--- config.mk ---
export PLATFORM = sky130hd
export DESIGN_NAME = piece_sprite_engine_flat
export DESIGN_NICKNAME = d
export VERILOG_FILES = /design/src/rtl/piece_sprite_engine_if.sv /design/src/rtl/piece_sprite_engine.sv /design/src/flat_wrapper.sv
export SDC_FILE = /design/constraint.sdc
export NUM_CORES = 1
export LEC_CHECK = 0
export ABC_AREA = 1
export BUFFER_PORTS_ARGS = -buffer_cell sky130_fd_sc_hd__buf_2
export CAP_MARGIN = 10
export CORE_MARGIN = 2
export CORE_UTILIZATION = 28
export CTS_CLUSTER_SIZE = 28
export DETAILED_ROUTE_END_ITERATION = 7
export GPL_TIMING_DRIVEN = 0
export PLACE_DENSITY = 0.41
export SYNTH_ARGS = -nofsm -noshare
export SYNTH_HDL_FRONTEND = slang
export SYNTH_SLANG_ARGS = --single-unit
--- constraint.sdc ---
create_clock -name vga_clk -period 10.9 [get_ports vga_clk]
set_input_delay 0.545 -clock vga_clk [delete_from_list [all_inputs] [get_ports vga_clk]]
set_output_delay 0.545 -clock vga_clk [all_outputs]
set_load 0.1 [all_outputs]
--- src/rtl/piece_sprite_engine_if.sv ---
// Pixel, slot-configuration and piece-ROM signals between the VGA side and the sprite engine.
interface piece_sprite_engine_if #(
  parameter int SPRITE_W  = 55,
  parameter int SPRITE_H  = 55,
  parameter int N_SPRITES = 4,
  parameter int N_TYPES   = 12,
  parameter int IDX_W     = 4
);
  localparam int SW     = (N_SPRITES > 1) ? $clog2(N_SPRITES) : 1;
  localparam int TW     = (N_TYPES > 1) ? $clog2(N_TYPES) : 1;
  localparam int ROM_AW = $clog2(N_TYPES * SPRITE_W * SPRITE_H);

  logic [9:0]        DrawX;
  logic [9:0]        DrawY;
  logic              frame_start;
  logic              cfg_we;
  logic [SW-1:0]     cfg_sel;
  logic [9:0]        cfg_x;
  logic [9:0]        cfg_y;
  logic [TW-1:0]     cfg_type;
  logic              cfg_en;
  logic              cfg_blink;
  logic [ROM_AW-1:0] rom_addr;
  logic [IDX_W-1:0]  rom_q;
  logic [IDX_W-1:0]  pix_idx;
  logic              pix_on;
  logic              blink_phase;

  modport master (
    output DrawX, DrawY, frame_start, cfg_we, cfg_sel, cfg_x, cfg_y,
           cfg_type, cfg_en, cfg_blink, rom_q,
    input  rom_addr, pix_idx, pix_on, blink_phase
  );

  modport slave (
    input  DrawX, DrawY, frame_start, cfg_we, cfg_sel, cfg_x, cfg_y,
           cfg_type, cfg_en, cfg_blink, rom_q,
    output rom_addr, pix_idx, pix_on, blink_phase
  );
endinterface

--- src/rtl/piece_sprite_engine.sv ---
// Multi-slot chess-piece sprite renderer: double-buffered slots, priority hit test,
// shared registered piece ROM, transparency and blink, fixed 3-cycle pixel latency.
module piece_sprite_engine #(
  parameter int SPRITE_W        = 55,
  parameter int SPRITE_H        = 55,
  parameter int N_SPRITES       = 4,
  parameter int N_TYPES         = 12,
  parameter int IDX_W           = 4,
  parameter int TRANSPARENT_IDX = 0,
  parameter int BLINK_FRAMES    = 30
) (
  input logic                  vga_clk,
  input logic                  Reset,
  piece_sprite_engine_if.slave bus
);
  localparam int TW     = (N_TYPES > 1) ? $clog2(N_TYPES) : 1;
  localparam int ROM_AW = $clog2(N_TYPES * SPRITE_W * SPRITE_H);
  localparam int BW     = (BLINK_FRAMES > 1) ? $clog2(BLINK_FRAMES) : 1;

  typedef struct packed {
    logic          en;
    logic          blink;
    logic [TW-1:0] kind;
    logic [9:0]    x;
    logic [9:0]    y;
  } slot_t;

  slot_t             pend [N_SPRITES];
  slot_t             act  [N_SPRITES];
  slot_t             ws;
  logic              hit;
  logic              sup;
  logic [9:0]        dx;
  logic [9:0]        dy;
  logic [ROM_AW-1:0] addr;
  logic              hit1, sup1, hit2, sup2;
  logic              opaque;
  logic [BW-1:0]     blink_ctr;

  // The active bank copies the pending bank as it stood before any same-cycle write.
  always_ff @(posedge vga_clk) begin
    if (Reset) begin
      for (int i = 0; i < N_SPRITES; i++) begin
        pend[i] <= '0;
        act[i]  <= '0;
      end
    end else begin
      for (int i = 0; i < N_SPRITES; i++) begin
        if (bus.frame_start)
          act[i] <= pend[i];
        if (bus.cfg_we && int'(bus.cfg_sel) == i)
          pend[i] <= '{en: bus.cfg_en, blink: bus.cfg_blink, kind: bus.cfg_type,
                       x: bus.cfg_x, y: bus.cfg_y};
      end
    end
  end

  // Scan from lowest priority upward so the lowest-indexed hitting slot wins.
  always_comb begin
    hit = 1'b0;
    ws  = '0;
    for (int i = N_SPRITES - 1; i >= 0; i--) begin
      if (act[i].en &&
          ({1'b0, bus.DrawX} >= {1'b0, act[i].x}) &&
          ({1'b0, bus.DrawX} <  {1'b0, act[i].x} + 11'(SPRITE_W)) &&
          ({1'b0, bus.DrawY} >= {1'b0, act[i].y}) &&
          ({1'b0, bus.DrawY} <  {1'b0, act[i].y} + 11'(SPRITE_H))) begin
        hit = 1'b1;
        ws  = act[i];
      end
    end
    dx   = bus.DrawX - ws.x;
    dy   = bus.DrawY - ws.y;
    addr = ROM_AW'(ws.kind) * ROM_AW'(SPRITE_W * SPRITE_H)
         + ROM_AW'(dy) * ROM_AW'(SPRITE_W) + ROM_AW'(dx);
    sup  = ws.en & ws.blink & bus.blink_phase;
  end

  assign opaque = hit2 & ~sup2 & (bus.rom_q != IDX_W'(TRANSPARENT_IDX));

  // Hit/suppress flags travel alongside the ROM read so they line up with rom_q.
  always_ff @(posedge vga_clk) begin
    if (Reset) begin
      bus.rom_addr <= '0;
      hit1         <= 1'b0;
      sup1         <= 1'b0;
      hit2         <= 1'b0;
      sup2         <= 1'b0;
      bus.pix_on   <= 1'b0;
      bus.pix_idx  <= '0;
    end else begin
      bus.rom_addr <= hit ? addr : '0;
      hit1         <= hit;
      sup1         <= sup;
      hit2         <= hit1;
      sup2         <= sup1;
      bus.pix_on   <= opaque;
      bus.pix_idx  <= opaque ? bus.rom_q : '0;
    end
  end

  always_ff @(posedge vga_clk) begin
    if (Reset) begin
      blink_ctr       <= '0;
      bus.blink_phase <= 1'b0;
    end else if (bus.frame_start) begin
      if (blink_ctr == BW'(BLINK_FRAMES - 1)) begin
        blink_ctr       <= '0;
        bus.blink_phase <= ~bus.blink_phase;
      end else begin
        blink_ctr <= blink_ctr + BW'(1);
      end
    end
  end
endmodule
--- src/flat_wrapper.sv ---
// flat-port wrapper written by rule: the top's interface ports become plain ports
module piece_sprite_engine_flat 
#(
  parameter int SPRITE_W        = 55,
  parameter int SPRITE_H        = 55,
  parameter int N_SPRITES       = 4,
  parameter int N_TYPES         = 12,
  parameter int IDX_W           = 4,
  parameter int TRANSPARENT_IDX = 0,
  parameter int BLINK_FRAMES    = 30
)
  (vga_clk, Reset, bus_DrawX, bus_DrawY, bus_frame_start, bus_cfg_we, bus_cfg_sel, bus_cfg_x, bus_cfg_y, bus_cfg_type, bus_cfg_en, bus_cfg_blink, bus_rom_q, bus_rom_addr, bus_pix_idx, bus_pix_on, bus_blink_phase);
  piece_sprite_engine_if #(.SPRITE_W(SPRITE_W), .SPRITE_H(SPRITE_H), .N_SPRITES(N_SPRITES), .N_TYPES(N_TYPES), .IDX_W(IDX_W)) bus_i ();
  input logic vga_clk;
  input logic Reset;
  input wire logic [$bits(bus_i.DrawX)-1:0] bus_DrawX;
  input wire logic [$bits(bus_i.DrawY)-1:0] bus_DrawY;
  input wire logic [$bits(bus_i.frame_start)-1:0] bus_frame_start;
  input wire logic [$bits(bus_i.cfg_we)-1:0] bus_cfg_we;
  input wire logic [$bits(bus_i.cfg_sel)-1:0] bus_cfg_sel;
  input wire logic [$bits(bus_i.cfg_x)-1:0] bus_cfg_x;
  input wire logic [$bits(bus_i.cfg_y)-1:0] bus_cfg_y;
  input wire logic [$bits(bus_i.cfg_type)-1:0] bus_cfg_type;
  input wire logic [$bits(bus_i.cfg_en)-1:0] bus_cfg_en;
  input wire logic [$bits(bus_i.cfg_blink)-1:0] bus_cfg_blink;
  input wire logic [$bits(bus_i.rom_q)-1:0] bus_rom_q;
  output wire logic [$bits(bus_i.rom_addr)-1:0] bus_rom_addr;
  output wire logic [$bits(bus_i.pix_idx)-1:0] bus_pix_idx;
  output wire logic [$bits(bus_i.pix_on)-1:0] bus_pix_on;
  output wire logic [$bits(bus_i.blink_phase)-1:0] bus_blink_phase;
  assign bus_i.DrawX = bus_DrawX;
  assign bus_i.DrawY = bus_DrawY;
  assign bus_i.frame_start = bus_frame_start;
  assign bus_i.cfg_we = bus_cfg_we;
  assign bus_i.cfg_sel = bus_cfg_sel;
  assign bus_i.cfg_x = bus_cfg_x;
  assign bus_i.cfg_y = bus_cfg_y;
  assign bus_i.cfg_type = bus_cfg_type;
  assign bus_i.cfg_en = bus_cfg_en;
  assign bus_i.cfg_blink = bus_cfg_blink;
  assign bus_i.rom_q = bus_rom_q;
  assign bus_rom_addr = bus_i.rom_addr;
  assign bus_pix_idx = bus_i.pix_idx;
  assign bus_pix_on = bus_i.pix_on;
  assign bus_blink_phase = bus_i.blink_phase;
  piece_sprite_engine #(.SPRITE_W(SPRITE_W), .SPRITE_H(SPRITE_H), .N_SPRITES(N_SPRITES), .N_TYPES(N_TYPES), .IDX_W(IDX_W), .TRANSPARENT_IDX(TRANSPARENT_IDX), .BLINK_FRAMES(BLINK_FRAMES)) u_core (.vga_clk(vga_clk), .Reset(Reset), .bus(bus_i));
endmodule
==> impl_results.md, run 1 <==
- Outcome: finished, final reports clean
- Placed Area: 19,500 um^2
- Vert. Die Dim: 257 um
- Worst-skew pair later-pin latency: approximately 0.6 ns
- Initial antenna violation count: 2
- Yosys cell types: between 50 and 60
- Htree depth: 1
- Drt pass-1 iters: 5
- Most common cell in the netlist: inv_1
- Core Box Area: 63,300 um^2
- Top post-synthesis cells by area: edfxtp_1 35%, ha_1 17%, inv_1 7.9%
- CP startpoint: u_core.act[0][52]$_SDFFCE_PN0P_
- Seq/Total Area, Yosys: 38.2%
- Post-CTS resize count: 0
- GRT Overall Usage: 15.3%
- Max Clk Rate: 104 MHz
- Post-Layout Cell Count: 2,994
- Vias in the first global route: 13.4k
- #FFs+latches synth: 239
- R2r startpoint: u_core.act[0][52]$_SDFFCE_PN0P_
- DR vias/cell: 4.37
- Startpoint Class: flip-flop
- CP Data Required Time: 11.41 ns
- CTS root buf: clkbuf_16
- Clock transition at path regs: 0.06 ns
- Detailed-placement wirelength estimate: 40.5 mm
- Wirelength per Cell: ~17 um
- Mapped Cells: ~2.0k
- Peak supply drop: 0.000249 V
- Main flop type after synthesis: edfxtp_1
- Chip width: ~260 um
- CTS Hold Bufs: 0
- Worst slew pin tran: about 0.90 ns
- Max Cap Viol: 0
- RSZ-0062 raised after global routing: false
- Post-layout total power: between 4 and 5 mW
- Final Hold Viols: 0
- Hold WS: 0.160 ns
- DRC Markers: 0
- First-pass GRT wire length: 77.7 mm
- CP max stage delay: 0.52 ns
- ANT nets after route: 0
- HP Class: input pin to flip-flop
- Avg Inst Size Synth: 8.93 um^2
- Worst EP arrival: 10.14 ns
- PwrDens: 207 nW/um^2
- CTS Buffer Depth: 3
- Post-synth top area share: around a third
- Worst Path Max Fanout: 10
- Design Area, Final: 20,500 um^2
- R2R Setup Slk: 1.27 ns
- Slew Limit Fails: 0
- Synth top cells by count: 380 x inv_1, 304 x nor2_1, 248 x nand2_1
- Synthesized area: 18,000 um^2
- Post-CTS Repair Setup Buffers: 0
- Area Growth Syn to Fin: 13.9%
- Die area: 66,200 um^2
- Final core occ: approximately a third
- R2R Path End: u_core.bus.rom_addr[15]$_SDFF_PP0_
- Leak: 9.58 nW
- Worst Skew: 0.0408 ns
- Post-synth EDFFs: between 200 and 250
- N_diodes: 0
- Syn_nets: 2,361
- Final #Nets: 2,473
- Placed cells: 2,938
- Largest net degree at the start of global routing: 60
- Final Setup Violations: 0
- Yosys top cell by area: edfxtp_1
- Setup total negative slack: 0 ns
- Tcrit/Tclk final: between 80 and 90%
- Cts bufs inserted: 30
- Critical path endpoint: u_core.bus.rom_addr[15]$_SDFF_PP0_
- Clock tree sinks: 239
- Grt ovf: 0
- Setup ws final: around 1.3 ns
- Final WL: between 50 and 60 mm
- Fin crit period: 9.63 ns
- Port bufs: 76
- Critical Path Slowest Stage Cell: fa_1
- CTS tree: yes
- WS Path Type: flip-flop to flip-flop
- Pre-CTS WS: 1.26 ns
- Initial Util: 28.4%
- Asr flop ratio synth: 0%
- Slew HR: around two fifths
- Via count: between 10k and 15k
- Syn. warnings: 0
- Most used cell, CP: inv_1
- Worst setup EP type: flip-flop
- I/O pins: slightly below 80
- Gpl congestion: 0.845
- Initial DRC Count: 556
- Worst r2r path cells: 47
- Num rows: 92
- Layout cell share with drive strength beyond 1: between 10% and 20%
[worst max-delay path: cells and delay by family (launching register included)]
family | cells | cell delay [ns]
adder cells (fa/ha/maj) | 10 | 3.81
AO/OA/AOI/OAI | 13 | 2.64
AND/OR/NAND/NOR | 13 | 1.25
buffers and inverters | 8 | 0.82
XOR/XNOR | 3 | 0.56
flip-flops | 1 | 0.42
[worst min-delay path by stage]
stage	startpoint	slack, ns	cells past startpoint	to
after global routing	bus_rom_q[1]	0.15	3	u_core.bus.pix_idx[1]$_SDFF_PP0_
after detailed placement	u_core.sup1$_SDFF_PP0_	0.41	2	u_core.sup2$_SDFF_PP0_
after floorplan	u_core.hit1$_SDFF_PP0_	0.39	2	u_core.hit2$_SDFF_PP0_
after global placement	u_core.sup1$_SDFF_PP0_	0.40	2	u_core.sup2$_SDFF_PP0_
final	bus_rom_q[1]	0.16	3	u_core.bus.pix_idx[1]$_SDFF_PP0_
after CTS	bus_rom_q[2]	0.13	3	u_core.bus.pix_idx[2]$_SDFF_PP0_
[sequential cells by signal, indices dropped and copies added, names as in the netlist]
| register | cells |
|---|---|
| u_core.bus.rom_addr | 16 |
| u_core.bus.pix_on | 1 |
| u_core.act | 104 |
| u_core.bus.blink_phase | 1 |
| u_core.sup2 | 1 |
| u_core.pend | 104 |
| u_core.bus.pix_idx | 4 |
| u_core.sup1 | 1 |
| u_core.hit2 | 1 |
| u_core.blink_ctr | 5 |
| u_core.hit1 | 1 |
[area by class of cell]
class	instances	area, um^2
flip-flops and latches	239	6870
repair buffers	80	478
multi-input cells	1342	9450
clock inverters	11	101
fillers	6718	42800
inverters	397	1490
plain buffers	34	166
well taps	846	1060
clock buffers	45	858
[cells by family after synthesis]
| kind of cell | synth area share (%) |
|---|---|
| xor gates and xnor gates | 4.29 |
| buffers and inverters | 9.24 |
| AOI/OAI and AO/OA | 8.29 |
| and+or+nand+nor | 17.3 |
| DFF | 38.2 |
| adders and majority gates | 22.7 |
[per-layer routing]
| layer | wire length [um] | GRT usage (%) |
|---|---|---|
| met5 | 0 | 0 |
| met4 | 1470 | 4.42 |
| met3 | 1510 | 1.72 |
| met2 | 23500 | 26.1 |
| met1 | 24300 | 20.5 |
[placed cells by master, fill, tap and decap left out, drive strengths merged]
cell,instances
a21o,3
nor2,326
nor3,20
and3,1
edfxtp,208
clkbuf,64
a211oi,4
and2,1
a31o,1
o22ai,2
a21boi,1
buf,95
nand3,66
clkinv,8
clkinvlp,2
ha,238
a31oi,4
fa,55
inv,398
o21a,13
nand4,24
o21bai,8
o31ai,2
nor4,1
a21oi,113
o2111ai,3
o211ai,23
xnor2,19
or2,1
nand3b,6
dfxtp,31
nand2,261
xor2,69
o21ai,75
nor3b,2
[power breakdown]
group	internal, mW	total [mW]	switching (mW)
clock network	0.549	0.966	0.417
logic	0.794	2.17	1.38
registers	1.07	1.10	0.0377
Power figures use the tool's default switching activity.
==> inputs of run 2 (changes only) <==
--- a/config.mk
+++ b/config.mk
@@ -14,6 +14,7 @@
 export DETAILED_ROUTE_END_ITERATION = 7
 export GPL_TIMING_DRIVEN = 0
 export PLACE_DENSITY = 0.41
+export RECOVER_POWER = 50
 export SYNTH_ARGS = -nofsm -noshare
 export SYNTH_HDL_FRONTEND = slang
 export SYNTH_SLANG_ARGS = --single-unit
==> run 2 against run 1 <==
The flow now finishes with violations (max-capacitance violations, max-slew violations). Clock power about the same. Clock skew about the same. Cell count stayed put. Combinational power about the same. Critical path depth did not move. Fmax barely moved. First-iteration DRC count decreased by 0.90%. Highest routed layer unchanged. Global-route usage did not move. Critical path type unchanged. Setup slack about the same. Cell area is essentially flat.
==> impl_results.md, run 2 (synthesized netlist as in run 1, its figures left out) <==
- Failing checks: max-capacitance violations, max-slew violations
- Slew Limit Fails: 48
- CP max stage delay: 0.52 ns
- Critical Path Slowest Stage Cell: fa_1
- Layout cell share with drive strength beyond 1: 10.1%
- Multi-input gate area: 9440 um^2
- Wirelength per Cell: 17.0 um
- Htree depth: 1
- Post-CTS resize count: 0
- Worst Skew: 0.0408 ns
- HP Class: input pin to flip-flop
- Post-Layout Cell Count: 2,994
- Worst EP arrival: 10.14 ns
- Placed cells: around 2.9k
- RSZ-0062 raised after global routing: false
- Area Growth Syn to Fin: 13.9%
- Max Cap Viol: 1
- CP bufs+invs: 8
- Outcome: finished, violations left
- Gpl congestion: 0.845
- Leak: 9.56 nW
- Top Family by Delay on Critical Path: adder cells
- Max Clk Rate: 104 MHz
- Core Box Area: 63,300 um^2
- GRT Overall Usage: between 15 and 20%
- Port bufs: between 70 and 80
- DR vias/cell: around 4.4
- Worst setup EP type: flip-flop
- CTS tree: yes
- Chip width: 257 um
- Slew HR: -49.6%
- Initial DRC Count: 551
- Vert. Die Dim: ~260 um
- Detailed-placement wirelength estimate: 40.5 mm
- Setup total negative slack: 0 ns
- Post-CTS Repair Setup Buffers: 0
- Initial antenna violation count: 2
- PwrDens: 207 nW/um^2
- Num rows: 92
- Most used cell, CP: inv_1
- Peak supply drop: 0.000249 V
- I/O pins: 78
- First-pass GRT wire length: 77.7 mm
- CTS Hold Bufs: 0
- Cts bufs inserted: 30
- Filler Cells Inserted: 6,722
- Worst Path Max Fanout: 10
- CP Data Required Time: 11.41 ns
- Drt pass-1 iters: 5
- Final #Nets: roughly 2.5k
- Clock transition at path regs: 0.06 ns
- Worst-skew pair later-pin latency: 0.60 ns
- Leading cell types in the layout, fill and taps excluded: 380 x inv_1, 304 x nor2_1, 248 x nand2_1, 238 x ha_1, 208 x edfxtp_1
- Clock tree sinks: between 200 and 250
- CTS root buf: clkbuf_16
- Die area: approximately 66,000 um^2
- Reg area: 6870 um^2
- Startpoint Class: flip-flop
- Grt ovf: 0
- Worst slew pin tran: 2.24 ns
- Final WL: 50.8 mm
- Tcrit/Tclk final: 88.3%
- Largest net degree at the start of global routing: 60
- DRC Markers: 0
- Via count: 13.1k
- CTS Buffer Depth: 3
- Fin crit period: 9.63 ns
- Initial Util: 28.4%
- Most common cell after layout, fill and taps aside: inv_1
- Final Setup Violations: 0
- Final Hold Viols: 0
- Vias in the first global route: between 10k and 15k
- ANT nets after route: 0
- Top Registers: u_core.act: 104 flops, u_core.pend: 104 flops, u_core.bus.rom_addr: 16 flops
- N_diodes: 0
- WS Path Type: flip-flop to flip-flop
## run 2: cell count changes in the layout (fill, tap and decap cells not counted)
cell      delta
nand2_4      -1
buf_2        -3
nand2_2      -1
nand2_1      +2
clkbuf_1     +3
## run 2: metrics by stage
stage | instance area (um^2) | power (mW) | util (%) | hold slack [ns] | worst slack, ns
floorplan | 18000 | 2.85 | - | 0.388 | 2.38
global placement | 19400 | 3.31 | 30.7 | 0.403 | 1.24
detailed placement | 19500 | 3.31 | 30.8 | 0.413 | 1.26
CTS | 20500 | 4.31 | 32.3 | 0.126 | 1.20
global route | 20500 | 4.71 | 32.3 | 0.147 | 0.393
finish | 20500 | 4.25 | 32.3 | 0.161 | 1.27
## run 2: area by class of cell
type	instances	area share [%]
plain buffers	34	0.807
clock buffers	45	4.19
clock inverters	11	0.495
inverters	397	7.30
multi-input cells	1342	46.2
flip-flops and latches	239	33.6
well taps	846	5.17
repair buffers	80	2.32
## run 2: final timing paths
kind,from,endpoint,slack (ns),depth (start not counted)
worst min-delay path,bus_rom_q[1],u_core.bus.pix_idx[1]$_SDFF_PP0_,0.16,3
worst max-delay path,u_core.act[0][52]$_SDFFCE_PN0P_,u_core.bus.rom_addr[15]$_SDFF_PP0_,1.27,47
worst max register to register,u_core.act[0][52]$_SDFFCE_PN0P_,u_core.bus.rom_addr[15]$_SDFF_PP0_,1.27,47
worst min register to register,u_core.sup1$_SDFF_PP0_,u_core.sup2$_SDFF_PP0_,0.41,2
## run 2: power breakdown
group / leakage [nW] / internal (mW) / switching (mW)
logic: 6.67 / 0.794 / 1.38
registers: 2.43 / 1.07 / 0.0377
clock network: 0.457 / 0.549 / 0.418
total: 9.56 / 2.41 / 1.84
## run 2: tightest hold or removal path, cell delays in order
cell	delay, ns
buf_2	0.10
inv_1	0.04
nor2_1	0.03
## run 2: layer usage
layer | vias to the layer above | track usage (%) | share of wire (%)
met2 | 186 | 26.1 | 46
met1 | 6058 | 20.5 | 48
met3 | 61 | 1.72 | 3.0
li1 | 6784 | - | -
met4 | 0 | 4.42 | 2.9
met5 | - | 0 | 0
==> inputs of run 3 (changes only) <==
--- a/config.mk
+++ b/config.mk
@@ -13,7 +13,6 @@
 export CTS_CLUSTER_SIZE = 28
 export DETAILED_ROUTE_END_ITERATION = 7
 export GPL_TIMING_DRIVEN = 0
-export PLACE_DENSITY = 0.41
 export RECOVER_POWER = 50
 export SYNTH_ARGS = -nofsm -noshare
 export SYNTH_HDL_FRONTEND = slang
==> constraint.sdc (replaced) <==
create_clock -name vga_clk -period 9.9 [get_ports vga_clk]
set_input_delay 0.495 -clock vga_clk [delete_from_list [all_inputs] [get_ports vga_clk]]
set_output_delay 0.495 -clock vga_clk [all_outputs]
set_load 0.1 [all_outputs]
==> run 3 against run 2 <==
The flow still finishes with violations (max-capacitance violations, max-slew violations). Register-to-register slack got worse by 0.51 ns. Wire length shrank 11%. Via count down 0.59%. Clock power rose by 13%. Hold slack worse by 0.015 ns. Cell count decreased by 0.17%. Total power is 11% higher. Fmax increased by 5.4%. First-iteration DRC count up 45%. Utilization about the same. Cell area about the same.
==> impl_results.md, run 3 (synthesized netlist as in run 1, its figures left out) <==
- Peak supply drop: 0.000251 V
- Vert. Die Dim: 257 um
- Worst hold stages: 3
- Startpoint Class: flip-flop
- Slew Limit Fails: between 40 and 50
- HP Class: input pin to flip-flop
- Pre-CTS WS: 0.332 ns
- CP startpoint: u_core.act[0][52]$_SDFFCE_PN0P_
- DRC Markers: 0
- Leak: 9.55 nW
- Max Cap Viol: 1
- Critical Path Slowest Stage Cell: fa_1
- Clock transition at path regs: 0.06 ns
- Initial DRC Count: 798
- RSZ-0062 raised after global routing: false
- Clock tree sinks: 239
- Cts bufs inserted: 29
- R2R Setup Slk: 0.76 ns
- Drt pass-1 iters: 5
- Final Hold Viols: 0
- ANT nets after route: 0
- CP max stage delay: between 0.5 and 0.6 ns
- Setup total negative slack: 0 ns
- Initial antenna violation count: 1
- CTS root buf: clkbuf_16
- Final Setup Violations: 0
- Design Area, Final: around 20,000 um^2
- Worst r2r path cells: 46
- Worst-skew pair later-pin latency: about 0.59 ns
- WS Path Type: flip-flop to flip-flop
- Failing checks: max-capacitance violations, max-slew violations
- Detailed-placement wirelength estimate: 36.1 mm
- Final WL: 45.0 mm
- R2r startpoint: u_core.act[0][52]$_SDFFCE_PN0P_
- CTS Hold Bufs: 0
- Leading cell types in the layout, fill and taps excluded: 380 x inv_1, 304 x nor2_1, 248 x nand2_1, 238 x ha_1, 208 x edfxtp_1
- Hold Crit Endpoint: u_core.bus.pix_idx[2]$_SDFF_PP0_
- First-pass GRT wire length: 70.7 mm
- Worst Path Max Fanout: 10
- Most common cell after layout, fill and taps aside: inv_1
- Placed Area: 19,400 um^2
- Htree depth: 1
- Post-CTS Repair Setup Buffers: 0
- Chip width: 257 um
- GRT Overall Usage: ~14%
- CTS tree: yes
- Worst setup EP type: flip-flop
- Hold Crit Start: bus_rom_q[2]
- Initial Util: 28.4%
- Worst slew pin tran: slightly below 2 ns
- Most used cell, CP: inv_1
- Vias in the first global route: between 10k and 15k
- PwrDens: 229 nW/um^2
- Top Registers: u_core.act: 104 flops, u_core.pend: 104 flops, u_core.bus.rom_addr: 16 flops
- Worst Skew: 0.0299 ns
- Max Clk Rate: 109 MHz
- Via count: 13.0k
- Layout cell share with drive strength beyond 1: about a tenth
- Num rows: 92
- Die area: 66,200 um^2
- CTS Buffer Depth: 3
- Post-layout total power: 4.69 mW
- Area Growth Syn to Fin: 13.9%
- CP Data Required Time: roughly 10 ns
- Post-CTS resize count: 0
- Slew HR: -30.9%
- Port bufs: 76
- Tcrit/Tclk final: 92.3%
- Grt ovf: 0
- DR vias/cell: 4.35
- R2R Path End: u_core.bus.rom_addr[15]$_SDFF_PP0_
- Final #Nets: 2,471
- Core Box Area: 63,300 um^2
- Setup ws final: 0.764 ns
- Outcome: finished, violations left
- Largest net degree at the start of global routing: 63
- Fin crit period: 9.14 ns
- Wirelength per Cell: 15.1 um
- I/O pins: a little under 80
- Gpl congestion: approximately 0.87
- Worst EP arrival: 9.66 ns
==> run 3: cell count changes in the layout (fill, tap and decap cells not counted), sizes merged <==
| cell | delta |
|---|---|
| buf | -5 |
| bufinv | +4 |
| clkbuf | -8 |
| clkinv | +1 |
| diode | +1 |
| inv | +2 |
==> run 3: per-stage QoR <==
step	std cells	util [%]	hold slack, ns
2_1_floorplan	2012	-	0.388
3_5_place_dp	2935	30.7	0.398
4_1_cts	2986	32.2	0.108
6_report	2989	32.3	0.146
3_3_place_gp	2934	30.7	0.399
5_1_grt	2988	32.3	0.143
==> run 3: layout make-up <==
type / instances / area, um^2
tap: 846 / 1060
multi-input combinational: 1342 / 9470
inverter: 397 / 1490
timing repair buffer: 79 / 434
buffer: 34 / 165
sequential: 239 / 6870
clock buffer: 33 / 741
clock inverter: 18 / 230
antenna: 1 / 2.50
fill: 6709 / 42800
==> run 3: where the power goes <==
| group | leakage [nW] | internal (mW) | switching, mW |
|---|---|---|---|
| clock network | 0.467 | 0.647 | 0.447 |
| logic | 6.65 | 0.882 | 1.51 |
| registers | 2.43 | 1.17 | 0.0378 |
==> run 3: layer usage <==
layer	track usage (%)	share of wire [%]
met2	22.9	46
met1	18.2	47
met5	0	0
met4	3.87	2.6
met3	1.74	4.5
==> run 3: worst max-delay path, delay by kind of cell (launching register included) <==
kind / cells / cell delay, ns
AND/OR/NAND/NOR: 11 / 1.03
buffers and inverters: 9 / 0.84
adder cells (fa/ha/maj): 10 / 4.07
XOR/XNOR: 3 / 0.55
AO/OA/AOI/OAI: 13 / 2.14
flip-flops: 1 / 0.41
==> run 3: worst max path at each step <==
stage,endpoint,slack (ns),cells past startpoint
floorplan,u_core.bus.rom_addr[12]$_SDFF_PP0_,1.38,47
global placement,u_core.bus.rom_addr[12]$_SDFF_PP0_,0.38,47
detailed placement,u_core.bus.rom_addr[12]$_SDFF_PP0_,0.33,47
CTS,u_core.bus.rom_addr[12]$_SDFF_PP0_,0.29,47
global route,u_core.bus.rom_addr[15]$_SDFF_PP0_,0.03,46
finish,u_core.bus.rom_addr[15]$_SDFF_PP0_,0.76,46
